[src/rtl/riscv_pkg.sv]
// Shared types and defaults for the memory port arbiter: FSM state
// encoding, access owner encoding and the default watchdog limit.
package riscv_pkg;

  typedef enum logic [2:0] {
    IDLE    = 3'd0,
    BUSY_IF = 3'd1,
    BUSY_D  = 3'd2,
    RESP_IF = 3'd3,
    RESP_D  = 3'd4
  } arb_state_t;

  typedef enum logic {
    OWN_IF = 1'b0,
    OWN_D  = 1'b1
  } arb_owner_t;

  localparam int unsigned ARB_TIMEOUT_DEFAULT = 32'd15;

  function automatic logic arb_is_busy(input arb_state_t s);
    return (s == BUSY_IF) || (s == BUSY_D);
  endfunction

endpackage

[src/rtl/arb_wdog.sv]
// Busy-cycle watchdog: counts enabled cycles since the last clear and flags
// the cycle on which the count reaches TIMEOUT.
module arb_wdog
  import riscv_pkg::*;
#(
  parameter int unsigned TIMEOUT = ARB_TIMEOUT_DEFAULT
) (
  input  logic clk,
  input  logic rst,
  input  logic clr,
  input  logic en,
  output logic expired
);

  localparam int unsigned CW = $clog2(TIMEOUT + 32'd1);
  localparam logic [CW-1:0] LAST = CW'(TIMEOUT - 32'd1);

  logic [CW-1:0] cnt_q;
  logic [CW-1:0] cnt_d;

  // Counter next state; holds at LAST so it can never wrap.
  always_comb begin
    cnt_d = cnt_q;
    if (clr) begin
      cnt_d = '0;
    end else if (en && (cnt_q != LAST)) begin
      cnt_d = cnt_q + {{(CW-1){1'b0}}, 1'b1};
    end else begin
      cnt_d = cnt_q;
    end
  end

  // Counter register.
  always_ff @(posedge clk) begin
    if (rst) begin
      cnt_q <= '0;
    end else begin
      cnt_q <= cnt_d;
    end
  end

  // The TIMEOUT-th enabled cycle is the one where the count still reads LAST.
  assign expired = en && (cnt_q == LAST);

endmodule

[src/rtl/mem_port_arbiter.sv]
// Arbitrates fetch and data requests onto one single-port memory.
// Optional macro MEM_ARB_RR_EN enables round-robin on ties (default: data wins).
module mem_port_arbiter
  import riscv_pkg::*;
#(
  parameter int unsigned DATA_WIDTH = 32,
  parameter int unsigned ADDR_WIDTH = 32,
  parameter int unsigned TIMEOUT    = ARB_TIMEOUT_DEFAULT
) (
  input  logic                  clk,
  input  logic                  rst,
  input  logic                  if_req,
  input  logic [ADDR_WIDTH-1:0] if_addr,
  output logic [DATA_WIDTH-1:0] if_rdata,
  output logic                  if_ready,
  input  logic                  d_req,
  input  logic                  d_we,
  input  logic [ADDR_WIDTH-1:0] d_addr,
  input  logic [DATA_WIDTH-1:0] d_wdata,
  output logic [DATA_WIDTH-1:0] d_rdata,
  output logic                  d_ready,
  output logic                  m_req,
  output logic                  m_we,
  output logic [ADDR_WIDTH-1:0] m_addr,
  output logic [DATA_WIDTH-1:0] m_wdata,
  input  logic [DATA_WIDTH-1:0] m_rdata,
  input  logic                  m_ack,
  output logic                  stall,
  output logic                  err
);

  arb_state_t            state_q,    state_d;
  logic [ADDR_WIDTH-1:0] addr_q,     addr_d;
  logic                  we_q,       we_d;
  logic [DATA_WIDTH-1:0] wdata_q,    wdata_d;
  logic [DATA_WIDTH-1:0] if_rdata_q, if_rdata_d;
  logic [DATA_WIDTH-1:0] d_rdata_q,  d_rdata_d;
  logic                  err_q,      err_d;
  logic                  pick_d;
  logic                  busy;
  logic                  expired;
`ifdef MEM_ARB_RR_EN
  arb_owner_t            last_grant_q, last_grant_d;
`endif

  assign busy = arb_is_busy(state_q);

  arb_wdog #(
    .TIMEOUT (TIMEOUT)
  ) u_wdog (
    .clk     (clk),
    .rst     (rst),
    .clr     (~busy),
    .en      (busy),
    .expired (expired)
  );

  // Grant decision for the IDLE state.
  always_comb begin
    pick_d = 1'b0;
`ifdef MEM_ARB_RR_EN
    if (d_req && if_req) begin
      pick_d = (last_grant_q == OWN_IF);
    end else begin
      pick_d = d_req;
    end
`else
    pick_d = d_req;
`endif
  end

  // FSM next state plus the latched access and response data.
  always_comb begin
    state_d    = state_q;
    addr_d     = addr_q;
    we_d       = we_q;
    wdata_d    = wdata_q;
    if_rdata_d = if_rdata_q;
    d_rdata_d  = d_rdata_q;
    err_d      = 1'b0;
`ifdef MEM_ARB_RR_EN
    last_grant_d = last_grant_q;
`endif
    case (state_q)
      IDLE: begin
        if (d_req || if_req) begin
          if (pick_d) begin
            state_d = BUSY_D;
            addr_d  = d_addr;
            we_d    = d_we;
            wdata_d = d_wdata;
`ifdef MEM_ARB_RR_EN
            last_grant_d = OWN_D;
`endif
          end else begin
            state_d = BUSY_IF;
            addr_d  = if_addr;
            we_d    = 1'b0;
            wdata_d = '0;
`ifdef MEM_ARB_RR_EN
            last_grant_d = OWN_IF;
`endif
          end
        end else begin
          state_d = IDLE;
        end
      end
      BUSY_IF: begin
        if (m_ack) begin
          if_rdata_d = m_rdata;
          state_d    = RESP_IF;
        end else if (expired) begin
          err_d   = 1'b1;
          state_d = RESP_IF;
        end else begin
          state_d = BUSY_IF;
        end
      end
      BUSY_D: begin
        if (m_ack) begin
          // Stores leave the load data register untouched.
          if (!we_q) begin
            d_rdata_d = m_rdata;
          end else begin
            d_rdata_d = d_rdata_q;
          end
          state_d = RESP_D;
        end else if (expired) begin
          err_d   = 1'b1;
          state_d = RESP_D;
        end else begin
          state_d = BUSY_D;
        end
      end
      RESP_IF: state_d = IDLE;
      RESP_D:  state_d = IDLE;
      default: state_d = IDLE;
    endcase
  end

  // State and datapath registers.
  always_ff @(posedge clk) begin
    if (rst) begin
      state_q    <= IDLE;
      addr_q     <= '0;
      we_q       <= 1'b0;
      wdata_q    <= '0;
      if_rdata_q <= '0;
      d_rdata_q  <= '0;
      err_q      <= 1'b0;
    end else begin
      state_q    <= state_d;
      addr_q     <= addr_d;
      we_q       <= we_d;
      wdata_q    <= wdata_d;
      if_rdata_q <= if_rdata_d;
      d_rdata_q  <= d_rdata_d;
      err_q      <= err_d;
    end
  end

`ifdef MEM_ARB_RR_EN
  // Last served requester; starts at fetch so data wins the first tie.
  always_ff @(posedge clk) begin
    if (rst) begin
      last_grant_q <= OWN_IF;
    end else begin
      last_grant_q <= last_grant_d;
    end
  end
`else
`endif

  assign m_req    = busy;
  assign m_we     = we_q & busy;
  assign m_addr   = addr_q;
  assign m_wdata  = wdata_q;
  assign if_rdata = if_rdata_q;
  assign d_rdata  = d_rdata_q;
  assign if_ready = (state_q == RESP_IF);
  assign d_ready  = (state_q == RESP_D);
  assign err      = err_q;
  assign stall    = (if_req & ~if_ready) | (d_req & ~d_ready);

endmodule
[config.mk]
export PLATFORM = sky130hd
export DESIGN_NAME = mem_port_arbiter
export DESIGN_NICKNAME = d
export VERILOG_FILES = /design/src/rtl/riscv_pkg.sv /design/src/rtl/arb_wdog.sv /design/src/rtl/mem_port_arbiter.sv
export SDC_FILE = /design/constraint.sdc
export NUM_CORES = 1
export LEC_CHECK = 0
export BUFFER_PORTS_ARGS = -buffer_cell sky130_fd_sc_hd__buf_4
export CAP_MARGIN = 10
export CORE_MARGIN = 2
export CORE_UTILIZATION = 40
export DETAILED_ROUTE_END_ITERATION = 10
export PLACE_DENSITY = 0.81
export SETUP_SLACK_MARGIN = 0.15
export SLEW_MARGIN = 20
export SYNTH_ARGS = -nofsm -noshare
export SYNTH_HDL_FRONTEND = slang
export SYNTH_SLANG_ARGS = --single-unit
export TNS_END_PERCENT = 100
[constraint.sdc]
create_clock -name clk -period 2.2 [get_ports clk]
set_input_delay 0.22 -clock clk [delete_from_list [all_inputs] [get_ports clk]]
set_output_delay 0.22 -clock clk [all_outputs]
set_load 0.05 [all_outputs]
==> impl_metrics.py <==
metrics = {
    "outcome": {
        "outcome": "finished clean",
    },
    "clocking": {
        "numCtsBuffers": 17,
        "post_cts_buffers": 0,
        "cts.reportedPaths.clkPinSlew_ps": 50,
        "cts-root-buf": "clkbuf_16",
        "cts_tree": "built",
        "htree_levels": 4,
        "clk-insertion-delay-late_ps": 420,
        "cts_sinks": 137,
        "cts.path.max_buffers": 2,
    },
    "timing": {
        "fin_crit_ps": 1900,
        "fin_crit_sh_pct": 86.5,
        "maxSlewHeadroom_pct": 61.1,
        "skew_ps": 7.82,
        "slew_violations": 0,
        "max_slew.worst_pin.slew_ps": 583,
        "rsz0062_at_grt": "false",
        "tns_ps": 0,
        "setup_violations": 0,
        "fmax_mhz": 525,
        "finalHoldViolations": 0,
    },
    "setup_path": {
        "critPathLaunchType": "flop",
        "crit_arrival_ps": 1680,
        "criticalPathCategory": "reg -> out",
        "required_ps": 1980,
        "path_max_fanout": 10,
        "end_kind": "output pin",
    },
    "synthesis": {
        "async_flop_share_pct": 0,
        "ys.flop_type": "dfxtp_1",
        "ys_warn_count": 0,
        "ys_ff_latch": 137,
        "seq_area_frac_synth_pct": 50.3,
        "yosysMostFrequentCell": "dfxtp_1",
        "synth_commonest_cells": "dfxtp_1, a21oi_1, nand2_1, o21ai_1, nand3_1",
        "ys_types": 35,
        "synth_edf_count": 0,
        "yosysTopAreaCellShare_pct": 50.3,
        "synth_nets": 769,
        "avgSynthCellArea_um2": 8.61,
        "synth_top_area_cell": "dfxtp_1",
        "netlist_area_mm2": 0.00545,
        "netlist_instances": 633,
        "ys_top_cells_by_area": "dfxtp_1, a21oi_1, nand2_1, mux2i_1, a211oi_1",
    },
    "layout": {
        "fill_cells": 1216,
        "drive_above_1_share_pct": 36.9,
        "seqCellArea_mm2": 0.00275,
        "final-instance-count-excl-fill": 1062,
        "n_antenna_cell": 0,
        "area_delta_synth_final_pct": 49.2,
        "layout.nets": 1009,
        "multiInputGateArea_mm2": 0.00240,
    },
    "global_routing": {
        "grt_pass1_vias": 5115,
        "grt_pass1_wl_um": 26200,
        "grt_max_degree": 73,
        "grt_overflow": 0,
        "antenna_found_initial": 0,
        "grt_use_total_pct": 23.0,
    },
    "drt": {
        "drt-pass1-iter-count": 5,
        "drtAntennaViolNets": 0,
        "wl_per_cell_um": 16.2,
        "via_per_inst": 5.18,
        "vias": 5500,
        "drt-total-wl_um": 17200,
        "drc": 0,
        "drt-initial-drc-count": 397,
    },
    "floorplanning": {
        "rows": 42,
        "die_height_um": 121,
        "io_pins": 268,
        "die_area_mm2": 0.0146,
        "die_w_um": 121,
        "start_util_pct": 41.0,
        "core_region_area_mm2": 0.0133,
    },
    "power": {
        "switching_share_pct": 31.7,
        "power_frac_seq_pct": 37.6,
        "internal_power_mw": 5.00,
        "peakVddDrop_v": 0.000516,
        "clkPwrFrac_pct": 39.2,
        "comb_power_share_pct": 23.2,
        "powerDensity_mw_per_mm2": 900,
        "power.leakage_nw": 3.50,
        "power.switching_mw": 2.32,
    },
    "place": {
        "hpwl_um": 12000,
        "io_buffers": 267,
        "dp.cells": 1030,
        "globalplace.congestion": 0.779,
    },
    "hold_path": {
        "hold_path_class": "in -> reg",
    },
    "job": {
        "maxCapViolations": 0,
    },
}
==> cell type report <==
| class | count | area share [%] |
|---|---|---|
| Inverter | 4 | 0.185 |
| Clock buffer | 20 | 5.74 |
| Multi-Input combinational cell | 429 | 29.5 |
| Tap cell | 176 | 2.71 |
| Timing Repair Buffer | 284 | 26.4 |
| Clock inverter | 12 | 1.72 |
| Sequential cell | 137 | 33.7 |
==> worst paths after layout <==
kind / startpoint / endpoint / slack, ps / cells after the start
setup / recovery: state_q[1] / m_we / 300 / 4
hold / removal: m_ack / err / 40 / 2
setup reg to reg: state_q[1] / m_addr[7] / 500 / 5
hold reg to reg: if_rdata[27] / if_rdata[27] / 450 / 2
==> through the flow <==
stage	util, %	total power, mW	instance area, um2	hold slack, ps	worst slack (ps)
after floorplan	-	3.90	5460	299	154
after global placement	56.6	4.48	7520	443	552
after detailed placement	56.6	4.50	7520	450	527
after CTS	61.2	7.37	8130	24.4	194
after global routing	61.2	7.60	8130	35.2	153
final	61.2	7.32	8130	40.0	297
==> worst max-delay path: stages, from the launching register on <==
cell,delay (ps)
dfxtp_1,420
buf_4,230
xnor2_1,120
nor3_1,240
buf_4,260
==> repair_timing <==
item                       4_1_cts  5_1_grt
resized for setup                1        1
setup endpoints to repair        1        1
hold buffers                     0        0
hold endpoints to repair         0        0
==> power groups by stage <==
stage / Sequential, mW / Clock (mW) / Combinational [mW]
3_3_place_gp: 2.80 / 0 / 1.68
3_5_place_dp: 2.81 / 0 / 1.70
6_report: 2.76 / 2.87 / 1.70
2_1_floorplan: 3.35 / 0 / 0.551
4_1_cts: 2.76 / 2.92 / 1.70
5_1_grt: 2.77 / 3.03 / 1.80
==> cells in the final DEF, fill, tap and decap left out, types with 2 or more instances in the layout <==
cell type,count
dfxtp_2,2
buf_4,283
nand4bb_1,2
o21ai_1,36
ha_1,2
nor3_1,3
clkinvlp_4,3
a211oi_1,33
bufinv_16,2
o21ai_0,32
nor2_2,2
clkinv_4,4
xnor2_1,3
nor2_1,5
inv_6,2
nand2_1,98
mux2i_1,32
nand3_1,34
dfxtp_1,135
clkbuf_16,17
inv_1,4
a211oi_2,2
clkbuf_8,3
a21oi_1,131
==> routing by layer <==
| layer | routed length (um) | part of all wire, % | GRT usage (%) | vias up |
|---|---|---|---|---|
| met3 | 1410 | 8.2 | 6.46 | 27 |
| met4 | 373 | 2.2 | 8.94 | 0 |
| met1 | 6660 | 39 | 26.5 | 2520 |
| li1 | - | - | - | 2706 |
| met2 | 8780 | 51 | 40.1 | 247 |
| met5 | 0 | 0 | 0 | - |
==> sequential cells by signal, summed over array words and instances (netlist names) <==
| name | cells |
|---|---|
| d_rdata | 32 |
| if_rdata | 32 |
| m_addr | 32 |
| m_wdata | 32 |
| u_wdog.cnt_q | 4 |
| state_q | 3 |
| err | 1 |
| we_q | 1 |
==> kinds of logic (layout without fill, tap and decap cells) <==
family / Yosys count / after routing / share of synthesized area, %
flip-flops: 137 / 137 / 50.3
AND/OR/NAND/NOR: 156 / 156 / 13.2
AO/OA/AOI/OAI: 236 / 236 / 23.5
buffers and inverters: 67 / 320 / 6.10
multiplexers: 32 / 32 / 5.88
adder cells (fa/ha/maj): 2 / 2 / 0.459
XOR/XNOR: 3 / 3 / 0.482
(Power assumes the default switching activity.)
